==> config.mk <==
export PLATFORM = sky130hd
export DESIGN_NAME = ls_usb_tx_sequencer_flat
export DESIGN_NICKNAME = d
export VERILOG_FILES = /design/src/rtl/ls_usb_tx_sequencer_if.sv /design/src/rtl/ls_usb_tx_sequencer.sv /design/src/flat_wrapper.sv
export SDC_FILE = /design/constraint.sdc
export NUM_CORES = 1
export LEC_CHECK = 0
export CELL_PAD_IN_SITES_DETAIL_PLACEMENT = 2
export CELL_PAD_IN_SITES_GLOBAL_PLACEMENT = 2
export CORE_UTILIZATION = 30
export CTS_CLUSTER_DIAMETER = 150
export CTS_CLUSTER_SIZE = 12
export DETAILED_ROUTE_END_ITERATION = 6
export HOLD_SLACK_MARGIN = 0.1
export PLACE_DENSITY = 0.73
export SETUP_SLACK_MARGIN = 0.5
export SLEW_MARGIN = 20
export SYNTH_ARGS = -nofsm -noshare
export SYNTH_HDL_FRONTEND = slang
export SYNTH_SLANG_ARGS = --single-unit
==> constraint.sdc <==
create_clock -name clk -period 2.2 [get_ports clk]
set_input_delay 0.66 -clock clk [delete_from_list [all_inputs] [get_ports clk]]
set_output_delay 0.66 -clock clk [all_outputs]
set_load 0.05 [all_outputs]
==> src/rtl/ls_usb_tx_sequencer_if.sv <==
// Request, payload and serializer handshake bundle
// for the low-speed USB transmit sequencer.
interface ls_usb_tx_sequencer_if;
   logic       hs_req;
   logic [3:0] hs_pid;
   logic       data_req;
   logic [3:0] data_pid;
   logic [3:0] data_len;
   logic [7:0] data_byte;
   logic       data_rd;
   logic       byte_req;
   logic       eop_done;
   logic [7:0] send_reg;
   logic       sdata_ready;
   logic       SOP;
   logic       sEOP;
   logic       hs_done;
   logic       data_done;
   logic       busy;

   modport master (
      output hs_req, hs_pid,
      output data_req, data_pid, data_len,
      output data_byte, byte_req, eop_done,
      input  data_rd, send_reg, sdata_ready,
      input  SOP, sEOP, hs_done, data_done,
      input  busy
   );

   modport slave (
      input  hs_req, hs_pid,
      input  data_req, data_pid, data_len,
      input  data_byte, byte_req, eop_done,
      output data_rd, send_reg, sdata_ready,
      output SOP, sEOP, hs_done, data_done,
      output busy
   );
endinterface

==> src/rtl/ls_usb_tx_sequencer.sv <==
// Low-speed USB packet transmit sequencer: arbitrates
// handshake/data requests and frames SYNC/PID/data/CRC16.
module ls_usb_tx_sequencer #(
   parameter int IPG_CYCLES = 16,
   parameter int MAX_LEN    = 8
) (
   input  logic                  clk,
   input  logic                  rst,
   ls_usb_tx_sequencer_if.slave  bus
);

   typedef enum logic [3:0] {
      IDLE, START, SYNC, PID, DATA,
      CRC_LO, CRC_HI, EOP, GAP
   } state_t;

   localparam int GW =
      (IPG_CYCLES > 1) ? $clog2(IPG_CYCLES) : 1;

   state_t        state;
   logic [3:0]    pid;
   logic [3:0]    remain;
   logic          is_data;
   logic [15:0]   crc;
   logic [GW-1:0] gap_cnt;
   logic [3:0]    len_clamp;
   logic          rd_ok;

   // Reflected CRC16 (poly 0x8005), LSB of the byte first.
   function automatic logic [15:0] crc_byte(
      input logic [15:0] c,
      input logic [7:0]  d
   );
      logic [15:0] r;
      r = c;
      for (int i = 0; i < 8; i++) begin
         if (r[0] ^ d[i])
            r = (r >> 1) ^ 16'hA001;
         else
            r = r >> 1;
      end
      return r;
   endfunction

   assign len_clamp =
      (bus.data_len > 4'(MAX_LEN)) ? 4'(MAX_LEN)
                                   : bus.data_len;

   // The next byte is payload while bytes remain after PID.
   assign rd_ok = (remain != 4'd0) &&
                  ((state == DATA) ||
                   (state == PID && is_data));

   assign bus.data_rd = bus.byte_req && rd_ok;

   always_ff @(posedge clk or posedge rst) begin
      if (rst) begin
         state           <= IDLE;
         pid             <= 4'h0;
         remain          <= 4'd0;
         is_data         <= 1'b0;
         crc             <= 16'hFFFF;
         gap_cnt         <= '0;
         bus.send_reg    <= 8'h00;
         bus.sdata_ready <= 1'b0;
         bus.SOP         <= 1'b0;
         bus.sEOP        <= 1'b0;
         bus.hs_done     <= 1'b0;
         bus.data_done   <= 1'b0;
         bus.busy        <= 1'b0;
      end else begin
         bus.sdata_ready <= 1'b0;
         bus.SOP         <= 1'b0;
         bus.hs_done     <= 1'b0;
         bus.data_done   <= 1'b0;
         unique case (state)
            IDLE: begin
               if (bus.hs_req) begin
                  pid      <= bus.hs_pid;
                  is_data  <= 1'b0;
                  remain   <= 4'd0;
                  crc      <= 16'hFFFF;
                  bus.SOP  <= 1'b1;
                  bus.busy <= 1'b1;
                  state    <= START;
               end else if (bus.data_req) begin
                  pid      <= bus.data_pid;
                  is_data  <= 1'b1;
                  remain   <= len_clamp;
                  crc      <= 16'hFFFF;
                  bus.SOP  <= 1'b1;
                  bus.busy <= 1'b1;
                  state    <= START;
               end
            end
            START: begin
               bus.send_reg    <= 8'h80;
               bus.sdata_ready <= 1'b1;
               state           <= SYNC;
            end
            SYNC: begin
               if (bus.byte_req) begin
                  bus.send_reg    <= {~pid, pid};
                  bus.sdata_ready <= 1'b1;
                  state           <= PID;
               end
            end
            PID, DATA: begin
               if (bus.byte_req) begin
                  if (!is_data) begin
                     bus.sEOP <= 1'b1;
                     state    <= EOP;
                  end else if (rd_ok) begin
                     bus.send_reg    <= bus.data_byte;
                     bus.sdata_ready <= 1'b1;
                     crc    <= crc_byte(crc, bus.data_byte);
                     remain <= remain - 4'd1;
                     state  <= DATA;
                  end else begin
                     bus.send_reg    <= ~crc[7:0];
                     bus.sdata_ready <= 1'b1;
                     state           <= CRC_LO;
                  end
               end
            end
            CRC_LO: begin
               if (bus.byte_req) begin
                  bus.send_reg    <= ~crc[15:8];
                  bus.sdata_ready <= 1'b1;
                  state           <= CRC_HI;
               end
            end
            CRC_HI: begin
               if (bus.byte_req) begin
                  bus.sEOP <= 1'b1;
                  state    <= EOP;
               end
            end
            EOP: begin
               if (bus.eop_done) begin
                  bus.sEOP      <= 1'b0;
                  bus.hs_done   <= !is_data;
                  bus.data_done <= is_data;
                  gap_cnt       <= '0;
                  if (IPG_CYCLES == 0) begin
                     bus.busy <= 1'b0;
                     state    <= IDLE;
                  end else begin
                     state <= GAP;
                  end
               end
            end
            GAP: begin
               if (gap_cnt == GW'(IPG_CYCLES - 1)) begin
                  bus.busy <= 1'b0;
                  state    <= IDLE;
               end else begin
                  gap_cnt <= gap_cnt + GW'(1);
               end
            end
            default: state <= IDLE;
         endcase
      end
   end

endmodule

==> src/flat_wrapper.sv <==
// flat-port wrapper written by rule: the top's interface ports become plain ports
module ls_usb_tx_sequencer_flat 
#(
   parameter int IPG_CYCLES = 16,
   parameter int MAX_LEN    = 8
)
  (clk, rst, bus_hs_req, bus_hs_pid, bus_data_req, bus_data_pid, bus_data_len, bus_data_byte, bus_byte_req, bus_eop_done, bus_data_rd, bus_send_reg, bus_sdata_ready, bus_SOP, bus_sEOP, bus_hs_done, bus_data_done, bus_busy);
  ls_usb_tx_sequencer_if bus_i ();
  input  logic clk;
  input  logic rst;
  input wire logic [$bits(bus_i.hs_req)-1:0] bus_hs_req;
  input wire logic [$bits(bus_i.hs_pid)-1:0] bus_hs_pid;
  input wire logic [$bits(bus_i.data_req)-1:0] bus_data_req;
  input wire logic [$bits(bus_i.data_pid)-1:0] bus_data_pid;
  input wire logic [$bits(bus_i.data_len)-1:0] bus_data_len;
  input wire logic [$bits(bus_i.data_byte)-1:0] bus_data_byte;
  input wire logic [$bits(bus_i.byte_req)-1:0] bus_byte_req;
  input wire logic [$bits(bus_i.eop_done)-1:0] bus_eop_done;
  output wire logic [$bits(bus_i.data_rd)-1:0] bus_data_rd;
  output wire logic [$bits(bus_i.send_reg)-1:0] bus_send_reg;
  output wire logic [$bits(bus_i.sdata_ready)-1:0] bus_sdata_ready;
  output wire logic [$bits(bus_i.SOP)-1:0] bus_SOP;
  output wire logic [$bits(bus_i.sEOP)-1:0] bus_sEOP;
  output wire logic [$bits(bus_i.hs_done)-1:0] bus_hs_done;
  output wire logic [$bits(bus_i.data_done)-1:0] bus_data_done;
  output wire logic [$bits(bus_i.busy)-1:0] bus_busy;
  assign bus_i.hs_req = bus_hs_req;
  assign bus_i.hs_pid = bus_hs_pid;
  assign bus_i.data_req = bus_data_req;
  assign bus_i.data_pid = bus_data_pid;
  assign bus_i.data_len = bus_data_len;
  assign bus_i.data_byte = bus_data_byte;
  assign bus_i.byte_req = bus_byte_req;
  assign bus_i.eop_done = bus_eop_done;
  assign bus_data_rd = bus_i.data_rd;
  assign bus_send_reg = bus_i.send_reg;
  assign bus_sdata_ready = bus_i.sdata_ready;
  assign bus_SOP = bus_i.SOP;
  assign bus_sEOP = bus_i.sEOP;
  assign bus_hs_done = bus_i.hs_done;
  assign bus_data_done = bus_i.data_done;
  assign bus_busy = bus_i.busy;
  ls_usb_tx_sequencer #(.IPG_CYCLES(IPG_CYCLES), .MAX_LEN(MAX_LEN)) u_core (.clk(clk), .rst(rst), .bus(bus_i));
endmodule
**Word-level counts from Yosys, hierarchy flattened**

Index checks and enable logic that the tools add are counted.

- Add/sub/neg operators: 2
- $lt $le $gt $ge: 1
- Equal/unequal tests: 20
- Multiplexer cells: 92
- Bitwise gates (word level): 19
- Reduce and logical (&&, ||, !) cells: 22

Operator list:

| kind | number |
|---|---|
| $mux 16 | 41 |
| $mux 4 | 19 |
| $mux 8 | 5 |
| $pmux 16 s2 | 1 |
| $pmux 4 s8 | 1 |
| $pmux 8 s4 | 1 |
| $not 2->3 | 8 |
| $mux 1 | 19 |
| $eq 4x3->1 const B | 4 |
| $not 8->8 | 2 |
| $pmux 4 s2 | 2 |
| $reduce_and 5->1 | 3 |
| $ne 2x2->1 const B | 7 |
| $eq 4x2->1 const B | 2 |
| $eq 4x4->1 const B | 2 |
| $reduce_bool 2->1 | 4 |
| $reduce_bool 4->1 | 2 |
| $xor 1x1->1 | 8 |
| $reduce_and 7->1 | 1 |
| $ne 2x1->1 const B | 3 |
| $pmux 1 s3 | 2 |
| $reduce_and 3->1 | 2 |
| $add 4x1->4 const B | 1 |
| $eq 4x1->1 const B | 1 |
| other kinds (12) | 15 |

- Register bits: 47
- Output and inout bits: 15

**Longest topological paths before layout**

- Word-level depth: 50
- Depth in mapped cells: 8
- Depth with buffers taken out: 7

**Worst setup path before layout**

Ideal clock, no wire load.

- Path kind: register -> output
- From: register u_core.state[1]
- To: output bus_data_rd
- Arrival time: 1,948 ps
- Setup slack: -408 ps
- Cell stages (with the launch flop): 7
- Path through: dfrtp_1 -> buf_2 -> or3b_1 -> a21oi_1 -> buf_2 -> nand2_1 -> nor2_1

- Cells in the longest elaborated chain, start to end: 5
- Elaborated cells between the ends (all ways): 6

RTL lines:

| item | line | RTL |
|---|---|---|
| start: declaration | ls_usb_tx_sequencer.sv:20 | `state_t state;` |
| start signal: assignment | ls_usb_tx_sequencer.sv:58 | `state <= IDLE;` |
| start signal: assignment | ls_usb_tx_sequencer.sv:85 | `state <= START;` |
| start signal: assignment | ls_usb_tx_sequencer.sv:93 | `state <= START;` |
| $eq 4x2->1 | ls_usb_tx_sequencer.sv:52 | `(state == PID && is_data));` |
| $logic_and 1x1->1 | ls_usb_tx_sequencer.sv:52 |  |
| $logic_or 1x1->1 (*) | ls_usb_tx_sequencer.sv:51 | `((state == DATA) \|\|` |
| $logic_and 1x1->1 (*) | ls_usb_tx_sequencer.sv:50 | `assign rd_ok = (remain != 4'd0) &&` |
| $logic_and 1x1->1 (*) | ls_usb_tx_sequencer.sv:54 | `assign bus.data_rd = bus.byte_req && rd_ok;` |
| end: declaration | flat_wrapper.sv:19 | `output wire logic [$bits(bus_i.data_rd)-1:0] bus_data_rd;` |

Every way passes the cells marked *; elsewhere a longest branch is shown, timed or not.

**Worst setup path after layout**

- From: register u_core.state[0]
- To: output bus_data_rd

Same word-level chain as after synthesis.

==> reports/metrics.cfg <==
[outcome]
status = finished, violations left
failed_checks = setup timing

[finish]
layout.nets = 401
n_antenna_cell = 0
fin_util_pct = 48.57
final_area_mm2 = 0.004215
largest_register_ffs = 16
final_layout_size_suffix_gt1_share_pct = 43.85
area_delta_synth_final_pct = 57.87

[setup_path]
r2r_slack_ps = -70
r2r_cells = 11
worst_setup_path_start_kind = flip-flop
r2r_end = u_core.bus.send_reg[5]
cp.required_ps = 1540
r2r_start = u_core.state[0]
critPathCaptureType = output port
crit_end = bus_data_rd
cp_max_fo = 2
crit_type = flip-flop to output port
startpoint = u_core.state[0]
crit_arrival_ps = 1670

[pwr]
p_seq_share_pct = 24.5
power_density_mw_per_mm2 = 1609
clock_power_share_pct = 8.2
intPower_uw = 3638
power_switching_uw = 3144
p_total_uw = 6781
p_sw_share_pct = 46.36
p_leak_uw = 0.001723
ir_drop_mv = 0.5563
p_comb_share_pct = 67.3

[logic_synthesis]
synth_top_cell_by_area = dfrtp_1
ys_seq_area_share_pct = 44.80
synth_cell_types = 50
synth.most_common_cell = nor2_1
netlist.area_leader.share_pct = 29.05
synth_nets = 319
synth_area_mm2 = 0.002670
syn_area_per_cell_um2 = 9.175
synth_warnings = 0
synth-edff-count = 0
synth_ff_type = dfrtp_1
ys_ff_latch = 47
synthCells = 291
async_flop_share_pct = 100.0
ys_top_cells_by_count = nor2_1 (50), dfrtp_1 (31), a21oi_1 (19), nand2_1 (18), dfstp_2 (16)
synthTopCellsByArea = dfrtp_1 (29%), dfstp_2 (16%), nor2_1 (7.0%), xnor2_1 (4.9%), a21oi_1 (3.6%)

[placement]
hpwlAfterDp_um = 6098
globalplace.congestion = 0.7561
dpl-instance-area_mm2 = 0.003498
io_buffers = 40

[cts]
clk_latency_ps = 310
cts_tree = done
h-tree-depth = 2
cts_root_buf = clkbuf_8
cts_buffers = 5
cts_sinks = 47
clk_pin_slew_ps = 110
clockBufferDepth = 2

[worst_hold_path]
hold_path_class = flip-flop to flip-flop
worstHoldStart = u_core.gap_cnt[2]
whs_path_depth = 1

[global_routing]
use_met3_pct = 2.686
grt_max_degree = 32
grt_usage_pct = 22.40
grt_most_used_layer = met2
overflow = 0
antenna_found_initial = 0
grt_pass1_wl_um = 15240
use_met2_pct = 41.43
grt_pass1_vias = 2818
grt_use_met1_pct = 27.35

[detailed_routing]
drt-wirelength-per-cell_um = 22.12
drtPass1Iterations = 4
ant_nets = 0
drtIter0Drc = 100
via_count = 2611
drc_errors = 0
viasPerCell = 5.417
routed_wl_um = 10660

[timing]
tns_ps = -346.1
worst_hold_slack_ps = 514.3
setup_ws_ps = -134.2
setup_viol = 9
hold_violations = 0
slew_violations = 0
rsz0062_at_grt = yes
finClkSkew_ps = 14.94
maxSlewHeadroom_pct = 68.82
tightest_slew_ps = 467.7
max_freq_ghz = 0.4284
period_share_pct = 106.1
min_period_ps = 2334

[die]
fp.coreArea_mm2 = 0.008678
die_area_mm2 = 0.009281
std_cell_rows = 34
io_pins = 41
die-width_um = 96.34
die_h_um = 96.34
initial_core_util_pct = 30.77

[flow_run]
max_cap_violations = 0

layout make-up:
class                   count  area, um^2
multi-input cells         216        1779
flip-flops and latches     47        1199
fillers                   888        4463
clock inverters             2       12.51
clock buffers               6       72.57
repair buffers             95       983.4
well taps                 108       135.1
inverters                   8       33.78
worst min path at each step:
| stage | slack, ps | to |
|---|---|---|
| 2_1_floorplan | 480 | u_core.gap_cnt[2] |
| 3_3_place_gp | 480 | u_core.bus.sEOP |
| 3_5_place_dp | 510 | u_core.bus.send_reg[0] |
| 4_1_cts | 520 | u_core.bus.send_reg[0] |
| 5_1_grt | 540 | u_core.gap_cnt[2] |
| 6_report | 510 | u_core.gap_cnt[2] |
worst max-delay path, stage by stage, from the launching register on:
cell and delay (ps):
dfrtp_1 430, or3b_4 410, a21oi_4 200, nand2_4 70
nor2_4 110, buf_12 140
cells in the final DEF (no fill, tap or decap), types with 4 or more instances in the layout:
cell              n
buf_4            39
nand2_1          14
xor2_1            4
buf_12            9
buf_6             9
nand3_1           5
buf_2             5
clkbuf_8          5
o21ai_0           9
nand2b_1          6
xnor2_1           9
a21oi_1          11
mux2i_1           5
nor2_1           34
a211oi_2          4
inv_1             5
a21oi_2           6
o22ai_1           5
dlygate4sd2_1     9
a221o_1           7
dfrtp_1          29
nor2_4            8
dfstp_2          16
nor2_2            8
clkdlybuf4s50_1  16
a31oi_1          12
logic make-up after synthesis:
logic type / Yosys count / synth area share (%)
flops: 47 / 44.80
buf+inv: 28 / 4.358
fa+ha+maj: 2 / 0.9371
xor+xnor: 23 / 9.184
mux: 5 / 1.874
simple gates: 106 / 19.07
compound gates: 80 / 19.78
routing by layer:
metal	share of wire [%]	vias up
met2	55	38
li1	-	1187
met5	0	-
met3	1.9	17
met1	42	1369
met4	1.8	0
power groups by stage:
stage / sequential (uW) / combinational, uW / clock (uW)
after floorplan: 1720 / 2070 / 0
after global placement: 1610 / 3080 / 0
after detailed placement: 1630 / 3190 / 0
after CTS: 1630 / 3770 / 556
after global routing: 1710 / 4850 / 587
final: 1660 / 4560 / 555
repair_timing:
item	in CTS	in global routing
resized for setup	82	59
buffers inserted	10	12
cloned	1	2
pin swaps	22	10
hold buffers	0	0
setup endpoints to repair	48	43
per-stage QoR:
stage / setup WS, ps / std cells
after CTS: -87.93 / 468
after global placement: -275.9 / 449
after floorplan: 39.35 / 291
after detailed placement: -327.1 / 449
after global routing: -195.0 / 482
final: -134.2 / 482
(Power assumes the default switching activity.)
